[src/rtl/rle_pkg.sv]
// Shared types for the line RLE encoder/decoder pair: descriptor record, FSM states and clamp helper.
package rle_pkg;

  localparam int RUN_W = 11;
  localparam logic [RUN_W-1:0] DEF_IMAGE_W = 11'd639;

  typedef struct packed {
    logic [RUN_W-1:0] s1;
    logic [RUN_W-1:0] s2;
    logic [RUN_W-1:0] s3;
  } rle_desc_t;

  typedef enum logic [1:0] {IDLE, BLK_L, WHT, BLK_R} rle_state_t;

  function automatic logic [RUN_W:0] min_len(input logic [RUN_W:0] a, input logic [RUN_W:0] b);
    return (a < b) ? a : b;
  endfunction

endpackage

[src/rtl/rle_desc_fifo.sv]
// Small descriptor FIFO; a push into a full FIFO is legal when a pop happens in the same cycle.
module rle_desc_fifo
  import rle_pkg::*;
#(
  parameter int DEPTH = 2
) (
  input  logic      CLK,
  input  logic      RST,
  input  logic      push,
  input  rle_desc_t wdata,
  input  logic      pop,
  output rle_desc_t head,
  output logic      full,
  output logic      empty
);

  localparam int AW = $clog2(DEPTH);

  rle_desc_t       mem [DEPTH];
  logic [AW:0]     wr_ptr;
  logic [AW:0]     rd_ptr;

  assign empty = (wr_ptr == rd_ptr);
  assign full  = (wr_ptr[AW] != rd_ptr[AW]) && (wr_ptr[AW-1:0] == rd_ptr[AW-1:0]);
  assign head  = mem[rd_ptr[AW-1:0]];

  // NOTE: storage is not reset; the pointers alone decide which entries are valid.
  always_ff @(posedge CLK) begin
    if (push) mem[wr_ptr[AW-1:0]] <= wdata;
  end

  always_ff @(posedge CLK or posedge RST) begin
    if (RST) begin
      wr_ptr <= '0;
      rd_ptr <= '0;
    end else begin
      if (push) wr_ptr <= wr_ptr + (AW+1)'(1);
      if (pop)  rd_ptr <= rd_ptr + (AW+1)'(1);
    end
  end

endmodule

[src/rtl/rle_line_decoder.sv]
// Expands {left black, white, right black} line descriptors into a 1-bit pixel stream,
// one pixel per enable, with a small descriptor buffer so the next line can queue up.
module rle_line_decoder
  import rle_pkg::*;
#(
  parameter logic [RUN_W-1:0] IMAGE_W = DEF_IMAGE_W,
  parameter int               FIFO_D  = 2
) (
  input  logic             CLK,
  input  logic             RST,
  input  logic [RUN_W-1:0] stream1,
  input  logic [RUN_W-1:0] stream2,
  input  logic [RUN_W-1:0] stream3,
  input  logic             desc_valid,
  output logic             desc_ready,
  input  logic             enable,
  output logic             pixelout,
  output logic             pix_valid,
  output logic             line_start,
  output logic             line_end,
  output logic             underrun,
  output logic             overflow,
  output logic             len_err
);

  localparam logic [RUN_W:0] LINE_LEN = (RUN_W+1)'(IMAGE_W) + (RUN_W+1)'(1);

  rle_desc_t        head;
  logic             full, empty, push, pop;
  rle_state_t       state, state_next, run;
  logic [RUN_W-1:0] idx, idx_next, cnt, cnt_next, run_cnt;
  logic [RUN_W:0]   l_len, w_len, sum;
  logic             fire, start, last;

  rle_desc_fifo #(.DEPTH(FIFO_D)) u_fifo (
    .CLK   (CLK),
    .RST   (RST),
    .push  (push),
    .wdata ('{s1: stream1, s2: stream2, s3: stream3}),
    .pop   (pop),
    .head  (head),
    .full  (full),
    .empty (empty)
  );

  // Head stays in place until its last pixel pops it, so it serves as the loaded descriptor.
  assign l_len = min_len({1'b0, head.s1}, LINE_LEN);
  assign w_len = min_len({1'b0, head.s2}, LINE_LEN - l_len);
  assign sum   = {1'b0, head.s1} + {1'b0, head.s2} + {1'b0, head.s3};

  assign fire       = enable && !(state == IDLE && empty);
  assign start      = fire && (state == IDLE);
  assign last       = fire && (idx == IMAGE_W);
  assign pop        = last;
  assign desc_ready = !full || pop;
  assign push       = desc_valid && desc_ready;

  // NOTE: every variable gets a default at the top so no path leaves one unassigned (no latch).
  always_comb begin
    run        = (state == IDLE) ? BLK_L : state;
    run_cnt    = (state == IDLE) ? '0 : cnt;
    state_next = state;
    cnt_next   = cnt;
    idx_next   = idx;
    // Exhausted (including zero-length) runs fall through in the same cycle.
    if (run == BLK_L && {1'b0, run_cnt} >= l_len) begin
      run     = WHT;
      run_cnt = '0;
    end
    if (run == WHT && {1'b0, run_cnt} >= w_len) begin
      run     = BLK_R;
      run_cnt = '0;
    end
    if (fire) begin
      state_next = last ? IDLE : run;
      cnt_next   = run_cnt + RUN_W'(1);
      idx_next   = last ? '0 : idx + RUN_W'(1);
    end
  end

  // NOTE: sequential state uses non-blocking assignments so all registers update from pre-edge values.
  always_ff @(posedge CLK or posedge RST) begin
    if (RST) begin
      state <= IDLE;
      idx   <= '0;
      cnt   <= '0;
    end else begin
      state <= state_next;
      idx   <= idx_next;
      cnt   <= cnt_next;
    end
  end

  always_ff @(posedge CLK or posedge RST) begin
    if (RST) begin
      pixelout   <= 1'b0;
      pix_valid  <= 1'b0;
      line_start <= 1'b0;
      line_end   <= 1'b0;
      underrun   <= 1'b0;
      overflow   <= 1'b0;
      len_err    <= 1'b0;
    end else begin
      pix_valid  <= fire;
      line_start <= start;
      line_end   <= last;
      len_err    <= start && (sum > LINE_LEN);
      underrun   <= enable && (state == IDLE) && empty;
      overflow   <= desc_valid && !desc_ready;
      if (fire) pixelout <= (run == WHT);
    end
  end

endmodule

[config.mk]
export PLATFORM = sky130hd
export DESIGN_NAME = rle_line_decoder
export DESIGN_NICKNAME = d
export VERILOG_FILES = /design/src/rtl/rle_pkg.sv /design/src/rtl/rle_desc_fifo.sv /design/src/rtl/rle_line_decoder.sv
export SDC_FILE = /design/constraint.sdc
export NUM_CORES = 1
export LEC_CHECK = 0
export ABC_AREA = 1
export BUFFER_PORTS_ARGS = -buffer_cell sky130_fd_sc_hd__buf_2
export CAP_MARGIN = 20
export CORE_ASPECT_RATIO = 0.9
export CORE_MARGIN = 1.5
export CORE_UTILIZATION = 35
export DETAILED_ROUTE_END_ITERATION = 16
export HOLD_SLACK_MARGIN = 0.02
export MAX_ROUTING_LAYER = met4
export PLACE_DENSITY = 0.59
export SYNTH_ARGS = -nofsm -noshare
export SYNTH_HDL_FRONTEND = slang
export SYNTH_HIERARCHICAL = 1
export SYNTH_SLANG_ARGS = --single-unit
[constraint.sdc]
create_clock -name CLK -period 9.9 [get_ports CLK]
set_input_delay 0.99 -clock CLK [delete_from_list [all_inputs] [get_ports CLK]]
set_output_delay 0.99 -clock CLK [all_outputs]
set_load 0.005 [all_outputs]
[Word level (Yosys, flattened, before mapping)]
Memory sizes are Yosys's and may differ from the RTL's.
Cells that the tools add are included.
Cells by class
  equality and inequality tests: 7
  add/sub/neg operators: 7
  magnitude comparators: 5
  reductions and logical operators: 17
  muxes and demuxes: 12
Operator list (number)
  2-to-1 mux 11 bit: 5
  adder 11 x 1 -> 11 bit (second input constant): 2
  adder 11 x 11 -> 12 bit: 1
  adder 12 x 11 -> 12 bit: 1
  greater-or-equal comparator 11 x 12 -> 1 bit: 1
  > comparator 12 x 10 -> 1 bit (second input constant): 1
  logical AND 1 bit: 12
  less-than comparator 11 x 12 -> 1 bit: 1
  2-to-1 mux 12 bit: 1
  subtractor 10 x 11 -> 12 bit (first input constant): 1
  == test 11 x 10 -> 1 bit (second input constant): 1
  greater-or-equal comparator 11 bit: 1
  less-than comparator 11 x 10 -> 1 bit (second input constant): 1
  2-to-1 mux 2 bit: 4
  adder 2 x 1 -> 2 bit (second input constant): 2
  == test 2 bit (second input constant): 2
  zero test 1 bit: 3
  == test 2 x 1 -> 1 bit (second input constant): 1
  == test 2 bit: 1
  zero test 2 bit: 1
  2-to-1 mux 1 bit: 2
  == test 1 bit: 1
  logical OR 1 bit: 1
  != test 1 bit: 1
Storage, ports and cells
  register bits: 35
  memory bits (writable): 66
  input port bits: 37
  word-level logic and storage cells: 61
  memories: 1
  output and inout bits: 8
Memory list
  u_fifo.mem: depth 2, bits a word 33, rd ports 1, clocked after Yosys merged registers in 0, write ports 1, line rle_desc_fifo.sv:19  | rle_desc_t mem [DEPTH];

[Depth between registers and ports, before layout]
Gate-level depths: netlist of run 1.
An unclocked memory read counts as a cell.
  depth in word-level cells: 10
  depth in mapped cells: 49
  gate-level depth less buffers: 44

[Modules after synthesis]
The synthesis of run 1 kept the hierarchy.
Modules (own cells, without submodules)
  rle_line_decoder: cells an instance 497, times used 1, area an instance 3672.3 um2, seq. area each 775.7 um2
  rle_desc_fifo: cells an instance 201, times used 1, area an instance 2675.1 um2, seq. area each 2082.0 um2

[Worst setup path before layout of run 1]
OpenSTA, ideal clock, no wires.
  kind: register -> register
  start: reg u_fifo.rd_ptr[0]
  end: reg cnt[8]
  setup time: 117 ps
  path buffers: 5
  arrival: 5198 ps
  clock period less this slack: 5314 ps
  stages on the path, launching flop included: 45
  slack: 4586 ps
  path through: dfrtp_1 -> buf_6 -> buf_4 -> nand2_1 -> nand2_1 -> or2_4 -> nand2_4 -> buf_6 -> inv_4 -> nor2_8 -> inv_2 -> ha_1 -> nand3_1 -> a21oi_1 -> inv_1 -> nor2_1 -> o21ai_0 -> ha_1 -> [... 9 more ...] -> ha_1 -> a21o_1 -> a21oi_1 -> nand3_1 -> nor2_2 -> inv_1 -> nand2_2 -> buf_6 -> nand3_1 -> inv_1 -> ha_1 -> inv_1 -> nor2_2 -> nand2_1 -> nand2_1 -> nand2_1 -> nand2_1 -> nand2_1
RTL lines
  from (decl): line rle_desc_fifo.sv:21  | logic [AW:0] rd_ptr;
  from (signal assigned): line rle_desc_fifo.sv:38  | if (pop) rd_ptr <= rd_ptr + (AW+1)'(1);
  to (signal assigned): line rle_line_decoder.sv:90  | cnt <= cnt_next;
  to (decl): line rle_line_decoder.sv:31  | logic [RUN_W-1:0] idx, idx_next, cnt, cnt_next, run_cnt;

==> reports/qor.yml, run 1 <==
status:
  status: "completed"
final_layout:
  area_growth_pct: 11.33
  utilization: 0.3999
  stdcell_area_sq_um: 7067
  diodes: 0
  final_net_count: 834
  fillCellCount: 1793
  multiInputGateArea_sq_um: 2984
  drive_gt1_frac: 0.1743
  final-seq-area_sq_um: 2858
logic_synthesis:
  synth_xor_area_frac: 0.02760
  synthAdderAreaFrac: 0.1246
  ys_warn_count: 6
  synthSimpleGateAreaFrac: 0.2377
  ys_top_cells_by_area: "edfxtp_1, dfrtp_1, nand2_1"
  synth_area_leader_cell: "edfxtp_1"
  synth_compound_area_frac: 0.07924
  synth_area_sq_um: 6347
  seq_area_frac_synth: 0.4502
  synth.top_cell.area_share: 0.3122
  netlist_instances: 698
  synth.area.mux_share: 0
  syn_avg_cell_area_sq_um: 9.094
  ys_types: 48
  ys_ff_latch: 101
  syn-num-nets: 791
  synth_top_family_by_area: "simple AND/OR/NAND/NOR gates"
sta:
  setup_tns_ns: 0
  finalHoldViolations: 0
  rsz0062_at_grt: "no"
  period_share: 0.6744
  setup_ws_ns: 3.224
  timing.final.max_slew_violations: 0
  timing.fmax_mhz: 149.8
  finalCriticalPeriod_ns: 6.676
  tightestPinTransition_ns: 0.6669
  worst_slew_margin_rel: 0.5549
  setup_viol: 0
  fin_skew_ns: 0.01371
clock_network:
  post-cts-setup-buffer-count: 0
  cts_buffers: 9
  clk-insertion-delay-late_ns: 0.35
  clock-sinks: 101
  htreeDepth: 3
  clk_pin_slew_ns: 0.08
  clk_path_buf_depth: 2
  root_buffer: "clkbuf_16"
  cts_hold_buf: 0
  cts_tree: "yes"
  cts_resized: 0
setup_path:
  crit_fanout: 34
  end_kind: "flop"
  cp_common_cell: "inv_1"
  max_stage_delay_ns: 0.59
  start_kind: "flop"
  crit_required_ns: 10.11
  critPathArrivalTime_ns: 6.89
  critPathBufInv: 9
  crit_type: "reg2reg"
  crit_family: "simple AND/OR/NAND/NOR gates"
  crit_slowest_cell: "dfrtp_1"
floorplanning:
  die_w_microns: 145.0
  io_pins: 45
  rows: 46
  core_sq_um: 17670
  start_util: 0.3592
  die_height_microns: 130.8
  die_area_sq_um: 18950
drt:
  drc: 0
  vias_per_cell: 4.540
  firstDrtPassIters: 5
  wl_per_cell_microns: 12.89
  wl_mm: 12.71
  drt-initial-drc-count: 236
  via_count: 4476
  ant_nets: 0
flow_run:
  maxCapViolCount: 0
placement:
  place_area_sq_um: 6751
  dp.final_hpwl_mm: 9.694
  portBuffers: 44
  routabilityCongestion: 0.8286
  dp_worst_setup_slack_ns: 3.259
power:
  p_leak_nw: 3.410
  vdd_drop_max_mv: 0.1123
  power_density_nw_per_um2: 250.7
grt:
  antenna_found_initial: 0
  grt_pass1_wl_mm: 21.91
  grt_usage: 0.1510
  grt_start_max_net_pins: 35
  grt_pass1_vias: 4414
  grt-ovfl-total: 0
hold_path:
  hp-class: "reg2reg"
[synthesized netlist by cell type, drive strengths merged]
| cell | instances |
|---|---|
| xor2 | 12 |
| xnor2 | 8 |
| o21ai | 26 |
| buf | 14 |
| o21bai | 1 |
| conb | 1 |
| fa | 12 |
| a21oi | 28 |
| nand3b | 2 |
| nand3 | 31 |
| nor2 | 43 |
| nor4 | 1 |
| nand4 | 7 |
| a221oi | 1 |
| o211ai | 3 |
| or2 | 3 |
| a211oi | 1 |
| clkbuf | 2 |
| edfxtp | 66 |
| inv | 93 |
| a31oi | 2 |
| ha | 44 |
| o22ai | 2 |
| nand2 | 241 |
| o2111ai | 6 |
| nor3b | 2 |
| dfrtp | 35 |
| a21o | 3 |
| nor3 | 8 |
[through the flow]
stage / std cells / hold WS [ns] / power (mW)
after CTS: 986 / 0.4780 / 1.795
final: 986 / 0.4744 / 1.772
after detailed placement: 970 / 0.4680 / 1.427
after global placement: 970 / 0.4584 / 1.419
after floorplan: 698 / 0.4429 / 1.260
after global routing: 986 / 0.4889 / 1.941
[flip-flops by register name, indices dropped and copies added, names as in the netlist, 2 cells and up]
| register | count |
|---|---|
| cnt | 11 |
| u_fifo/wr_ptr | 2 |
| u_fifo/mem | 66 |
| state | 2 |
| idx | 11 |
| u_fifo/rd_ptr | 2 |
[cell type report]
type	count	area share
Clock buffer	11	0.03736
Clock inverter	5	0.007259
Inverter	93	0.05081
Multi-Input combinational cell	488	0.4223
Sequential cell	101	0.4044
Tap cell	240	0.04249
Timing Repair Buffer	48	0.03541
[cell usage in the layout, fill, tap and decap left out, types with 3 or more instances in the layout]
master,instances
a21o_1,3
a21oi_1,25
buf_2,44
buf_4,4
clkbuf_16,10
dfrtp_1,35
edfxtp_1,66
fa_1,12
ha_1,44
inv_1,88
inv_2,3
nand2_1,211
nand2_2,26
nand2_4,4
nand3_1,31
nand4_1,7
nor2_1,35
nor2_2,4
nor2_4,3
nor3_1,7
o2111ai_1,4
o21ai_0,11
o21ai_1,3
o21ai_2,12
xnor2_1,8
xor2_1,12
[cells by family (layout without fill, tap and decap cells)]
kind of cell | Yosys count | after routing
flip-flops | 101 | 101
XOR/XNOR | 20 | 20
other | 1 | 1
buffers and inverters | 109 | 157
AND/OR/NAND/NOR | 338 | 338
adder cells (fa/ha/maj) | 56 | 56
AO/OA/AOI/OAI | 73 | 73
[metal layers]
layer	wire length, microns	share of wire	vias up	GRT usage
met5	0	0	-	-
met4	112	0.0088	0	0.04306
met3	472	0.037	8	0.02604
met2	5734	0.45	78	0.2370
met1	6394	0.50	2031	0.2023
li1	-	-	2359	-
[final timing paths]
check                                              from                            to  slack [ns]  depth (start not counted)
min                                 idx[10]$_DFFE_PP0P_           idx[10]$_DFFE_PP0P_        0.47                          1
min in group asynchronous                           RST  u_fifo/rd_ptr[0]$_DFFE_PP0P_        0.52                          2
max                        u_fifo/rd_ptr[0]$_DFFE_PP0P_            cnt[6]$_DFFE_PP0P_        3.22                         40
max in group asynchronous                           RST            cnt[5]$_DFFE_PP0P_        8.88                          3
max reg2reg                u_fifo/rd_ptr[0]$_DFFE_PP0P_            cnt[6]$_DFFE_PP0P_        3.22                         40
min reg2reg                         idx[10]$_DFFE_PP0P_           idx[10]$_DFFE_PP0P_        0.47                          1
[power breakdown]
group          internal (mW)  switching, mW  leakage (nW)  total (mW)
Combinational          0.307          0.497          2.22       0.803
Sequential             0.564         0.0440          1.03       0.608
Clock                  0.198          0.163         0.156       0.360
Total                   1.07          0.703          3.41        1.77
Note: power is estimated with default switching activity, not from simulation.
==> run 2: changes to the inputs <==
Settings changed: ABC_AREA 1 to 0, PLACE_DENSITY 0.59 to 0.61.
Clock period 9.9 ns to 5.5 ns, I/O delays scaled along.
==> reports/qor.yml, run 2 <==
sta:
  worst_slew_margin_rel: 0.5288
  fin_hold_ws_ns: 0.04424
  setup_viol: 0
  tightestPinTransition_ns: 0.7051
  rsz0062_at_grt: "yes"
  timing.fmax_mhz: 185.8
  timing.final.max_slew_violations: 0
  period_share: 0.9785
  finalCriticalPeriod_ns: 5.382
  fin_skew_ns: 0.01180
  finalHoldViolations: 0
drt:
  ant_nets: 0
  wl_per_cell_microns: 15.25
  route.met3.wl_microns: 565
  firstDrtPassIters: 5
  wl_met2_mm: 5.916
  drt-initial-drc-count: 149
  vias_per_cell: 5.031
  dr.max_layer_used: "met4"
  met1_length_mm: 6.296
  wl_mm: 12.96
  via_count: 4276
  drc: 0
final_layout:
  final_net_count: 703
  mostFrequentLayoutCells: "edfxtp_1, nor2_1, buf_2, nand2_1, ha_1"
  drive_gt1_frac: 0.2862
  largest_reg_flops: 66
  fin_cells: 850
  area_growth_pct: 19.11
  diodes: 0
  final_common_cell: "edfxtp_1"
logic_synthesis:
  synth_area_leader_cell: "edfxtp_1"
  ys_warn_count: 6
  syn-num-nets: 622
  yosysMostFrequentCell: "edfxtp_1"
  ys_ff_latch: 101
  ys_types: 64
  synth_edf_count: 66
  async_reset_ff_frac: 0.3465
  synth_area_sq_um: 6147
  seq_area_frac_synth: 0.4649
  synth.top_cell.area_share: 0.3224
  ys_top_cells_by_area: "edfxtp_1, dfrtp_1, ha_1"
  synthTopCellsByCount: "edfxtp_1, nor2_1, ha_1, nand2_1, inv_1"
  ys.flop_type: "edfxtp_1"
  syn_avg_cell_area_sq_um: 11.62
  netlist_instances: 529
clock_network:
  cts_hold_buf: 0
  cts_tree: "yes"
  cts_buffers: 9
  htreeDepth: 3
  clk-insertion-delay-late_ns: 0.35
  clk_path_buf_depth: 2
  clk_pin_slew_ns: 0.07
  root_buffer: "clkbuf_16"
  clock-sinks: 101
grt:
  grt_usage: 0.1530
  antenna_found_initial: 0
  grt_start_max_net_pins: 35
  grt_pass1_wl_mm: 21.07
  grt-ovfl-total: 0
  grt_pass1_vias: 4298
power:
  vdd_drop_max_mv: 0.2040
  power_density_nw_per_um2: 468.4
  p_leak_nw: 3.038
flow_run:
  maxCapViolCount: 0
floorplanning:
  rows: 45
  core_sq_um: 17000
  die_height_microns: 128.7
  io_pins: 45
  die_w_microns: 142.7
  start_util: 0.3615
  die_area_sq_um: 18370
setup_path:
  start_kind: "flop"
  end_kind: "flop"
  crit_fanout: 7
  timing.rr.start: "u_fifo/rd_ptr[0]$_DFFE_PP0P_"
  critPathArrivalTime_ns: 5.63
  crit_type: "reg2reg"
  rr_worst_depth: 26
  r2r_slack_ns: 0.12
  crit_required_ns: 5.74
  r2r-end: "cnt[10]$_DFFE_PP0P_"
placement:
  portBuffers: 44
  routabilityCongestion: 0.9082
  dp.cells: 821
  dp.final_hpwl_mm: 9.948
hold_path:
  hp-class: "in2async"
status:
  status: "completed"
[run 2: layout make-up]
cell class | count | area, sq um
flip-flops and latches | 101 | 2859
clock inverters | 7 | 80.08
fillers | 1649 | 9682
multi-input cells | 380 | 3211
inverters | 38 | 142.6
repair buffers | 80 | 510.5
clock buffers | 9 | 225.2
well taps | 235 | 294.0
[run 2: repair_timing]
action	in CTS	in global routing
cloned	0	0
buffers inserted	5	8
pin swaps	7	10
endpoints found under the setup margin	1	3
gates resized for setup	4	14
[run 2: kinds of logic after synthesis]
group,share of synthesized area
other cells,0.0006100
xor+xnor,0.03277
compound gates,0.1077
flops,0.4649
simple gates,0.1274
buf+inv,0.03908
mux,0.09892
fa+ha+maj,0.1286
[run 2: critical path: stages, from the launching register on]
cell       delay [ns]
dfrtp_2          0.49
mux2_4           0.34
o21ai_2          0.16
and2_4           0.19
nand2_2          0.08
ha_4             0.17
nor3b_1          0.13
o21ai_1          0.18
ha_1             0.28
nor2b_1          0.16
a2111oi_4        0.19
a21oi_1          0.13
o21ai_2          0.16
buf_4            0.17
mux2_2           0.36
ha_4             0.23
o21a_1           0.10
o21a_1           0.16
o22ai_1          0.17
a31oi_1          0.08
and2_4           0.19
nor2b_1          0.12
ha_2             0.20
nand3_2          0.09
or3_4            0.34
and3_1           0.15
a221o_1          0.25
[run 2: worst max path at each step]
stage	to	startpoint	slack [ns]
floorplan	cnt[10]$_DFFE_PP0P_	u_fifo/rd_ptr[0]$_DFFE_PP0P_	-0.05
global placement	cnt[10]$_DFFE_PP0P_	u_fifo/rd_ptr[0]$_DFFE_PP0P_	0.11
detailed placement	cnt[10]$_DFFE_PP0P_	u_fifo/rd_ptr[0]$_DFFE_PP0P_	-0.13
CTS	cnt[10]$_DFFE_PP0P_	u_fifo/rd_ptr[0]$_DFFE_PP0P_	0.006
global route	cnt[10]$_DFFE_PP0P_	u_fifo/rd_ptr[0]$_DFFE_PP0P_	-0.12
finish	cnt[10]$_DFFE_PP0P_	u_fifo/rd_ptr[0]$_DFFE_PP0P_	0.12
[run 2: metrics by stage]
step,setup WS (ns),TNS [ns],cell area (sq um),utilization,total power [mW]
6_report,0.1181,0,7322,0.4306,3.430
5_1_grt,-0.1214,-0.1214,7322,0.4306,3.688
4_1_cts,0.006218,0,7186,0.4226,3.395
3_5_place_dp,-0.1342,-0.1342,6822,0.4012,2.704
3_3_place_gp,0.1136,0,6822,0.4012,2.623
2_1_floorplan,-0.05368,-0.05368,6241,-,2.305
[run 2: routing by layer]
metal,track usage,up-vias
met5,-,-
met4,0.04366,0
met3,0.03424,19
met2,0.2370,99
met1,0.2016,2085
li1,-,2073
[run 2: power breakdown]
group / switching (mW) / internal (mW)
Clock: 0.289 / 0.359
Sequential: 0.0935 / 1.01
Combinational: 0.897 / 0.782
Total: 1.28 / 2.15
==> run 3: changes to the inputs <==
Settings changed: CAP_MARGIN 20 to not set, RECOVER_POWER set to 100.
==> reports/qor.yml, run 3 (synthesis gave the netlist of run 2 again) <==
setup_path:
  rr_worst_depth: 26
  crit_type: "reg2reg"
  crit_slowest_cell: "dfrtp_2"
  critPathArrivalTime_ns: 5.62
  crit_required_ns: 5.74
  end_kind: "flop"
  max_stage_delay_ns: 0.49
  start_kind: "flop"
  crit_fanout: 7
final_layout:
  final_common_cell: "edfxtp_1"
  mostFrequentLayoutCells: "edfxtp_1, nor2_1, nand2_1, ha_1, inv_1"
  diodes: 0
  utilization: 0.4283
  area_growth_pct: 18.46
  largest_reg_flops: 66
  stdcell_area_sq_um: 7282
  drive_gt1_frac: 0.2472
  final_net_count: 703
drt:
  wl_mm: 12.96
  drc: 0
  via_count: 4277
  drt-initial-drc-count: 163
  vias_per_cell: 5.032
  wl_per_cell_microns: 15.25
  ant_nets: 0
  firstDrtPassIters: 5
placement:
  routabilityCongestion: 0.9082
  place_area_sq_um: 6822
  dp.final_hpwl_mm: 9.948
  portBuffers: 44
  dp_worst_setup_slack_ns: -0.1342
hold_path:
  hp-class: "in2async"
sta:
  timing.final.max_slew_violations: 31
  worst_slew_margin_rel: -0.08440
  tightestPinTransition_ns: 1.627
  timing.fmax_mhz: 185.8
  setup_ws_ns: 0.1191
  rsz0062_at_grt: "yes"
  finalCriticalPeriod_ns: 5.381
  setup_viol: 0
  fin_skew_ns: 0.01037
  finalHoldViolations: 0
  period_share: 0.9783
clock_network:
  htreeDepth: 3
  cts_tree: "yes"
  cts_buffers: 9
  root_buffer: "clkbuf_16"
  clk_pin_slew_ns: 0.07
  clk-insertion-delay-late_ns: 0.35
  clk_path_buf_depth: 2
  clock-sinks: 101
floorplanning:
  start_util: 0.3615
  die_w_microns: 142.7
  die_height_microns: 128.7
  die_area_sq_um: 18370
  core_sq_um: 17000
  rows: 45
  io_pins: 45
flow_run:
  maxCapViolCount: 1
power:
  power_density_nw_per_um2: 469.7
  p_leak_nw: 2.964
  vdd_drop_max_mv: 0.2043
  p_total_mw: 3.420
status:
  status: "finished with violations"
  violations: "max-capacitance violations, max-slew violations"
grt:
  grt-ovfl-total: 0
  grt_pass1_wl_mm: 21.07
  antenna_found_initial: 0
  grt_pass1_vias: 4298
  grt_start_max_net_pins: 35
  grt_usage: 0.1530
-- run 3: cell count changes in the layout (fill, tap and decap cells not counted), sizes merged --
cell	change
clkbuf	+25
buf	-25
-- run 3: final timing paths --
| kind | from | to | slack, ns |
|---|---|---|---|
| worst max register to register | u_fifo/rd_ptr[0]$_DFFE_PP0P_ | cnt[10]$_DFFE_PP0P_ | 0.12 |
| worst min-delay path | RST | len_err$_DFF_PP0_ | 0.04 |
| min in group CLK | stream1[6] | u_fifo/mem[0][28]$_DFFE_PP_ | 0.38 |
| worst max-delay path | u_fifo/rd_ptr[0]$_DFFE_PP0P_ | cnt[10]$_DFFE_PP0P_ | 0.12 |
| worst min register to register | idx[10]$_DFFE_PP0P_ | idx[10]$_DFFE_PP0P_ | 0.47 |
| max in group asynchronous | RST | cnt[1]$_DFFE_PP0P_ | 3.75 |
-- run 3: layer usage --
| layer | global-route usage | vias to the layer above | routed length (microns) | share of wire |
|---|---|---|---|---|
| li1 | - | 2076 | - | - |
| met4 | 0.04366 | 0 | 167 | 0.013 |
| met3 | 0.03424 | 15 | 654 | 0.050 |
| met1 | 0.2016 | 2100 | 6209 | 0.48 |
| met5 | - | - | 0 | 0 |
| met2 | 0.2370 | 86 | 5927 | 0.46 |
-- run 3: area by class of cell --
class / count / area [sq um]
Fill cell: 1662 / 9722
Tap cell: 235 / 294.0
Clock buffer: 9 / 225.2
Sequential cell: 101 / 2859
Timing Repair Buffer: 80 / 470.5
Multi-Input combinational cell: 380 / 3211
Clock inverter: 7 / 80.08
Inverter: 38 / 142.6
-- run 3: worst max-delay path: cells and delay by family (launching register included) --
family,cells,cell delay [ns]
adder cells (fa/ha/maj),4,0.86
AND/OR/NAND/NOR,9,1.45
AO/OA/AOI/OAI,10,1.57
flip-flops,1,0.49
multiplexers,2,0.70
buffers and inverters,1,0.17
-- run 3: where the power goes --
group / internal (mW) / switching [mW]
Clock: 0.359 / 0.288
Sequential: 1.01 / 0.0934
Combinational: 0.773 / 0.894
Total: 2.15 / 1.28
-- run 3: what timing repair did --
item	4_1_cts	5_1_grt
hold buffers	0	0
pin swaps	7	10
buffers inserted	5	8
endpoints found under the hold margin	0	0
gates resized for setup	4	14
setup endpoints to repair	1	3
-- run 3: metrics by stage --
stage / hold WS [ns] / std cells / TNS, ns
2_1_floorplan: 0.3161 / 529 / -0.05368
3_3_place_gp: 0.4087 / 821 / 0
3_5_place_dp: 0.4119 / 821 / -0.1342
4_1_cts: 0.02918 / 842 / 0
5_1_grt: 0.03496 / 850 / -0.1214
6_report: 0.04059 / 850 / 0
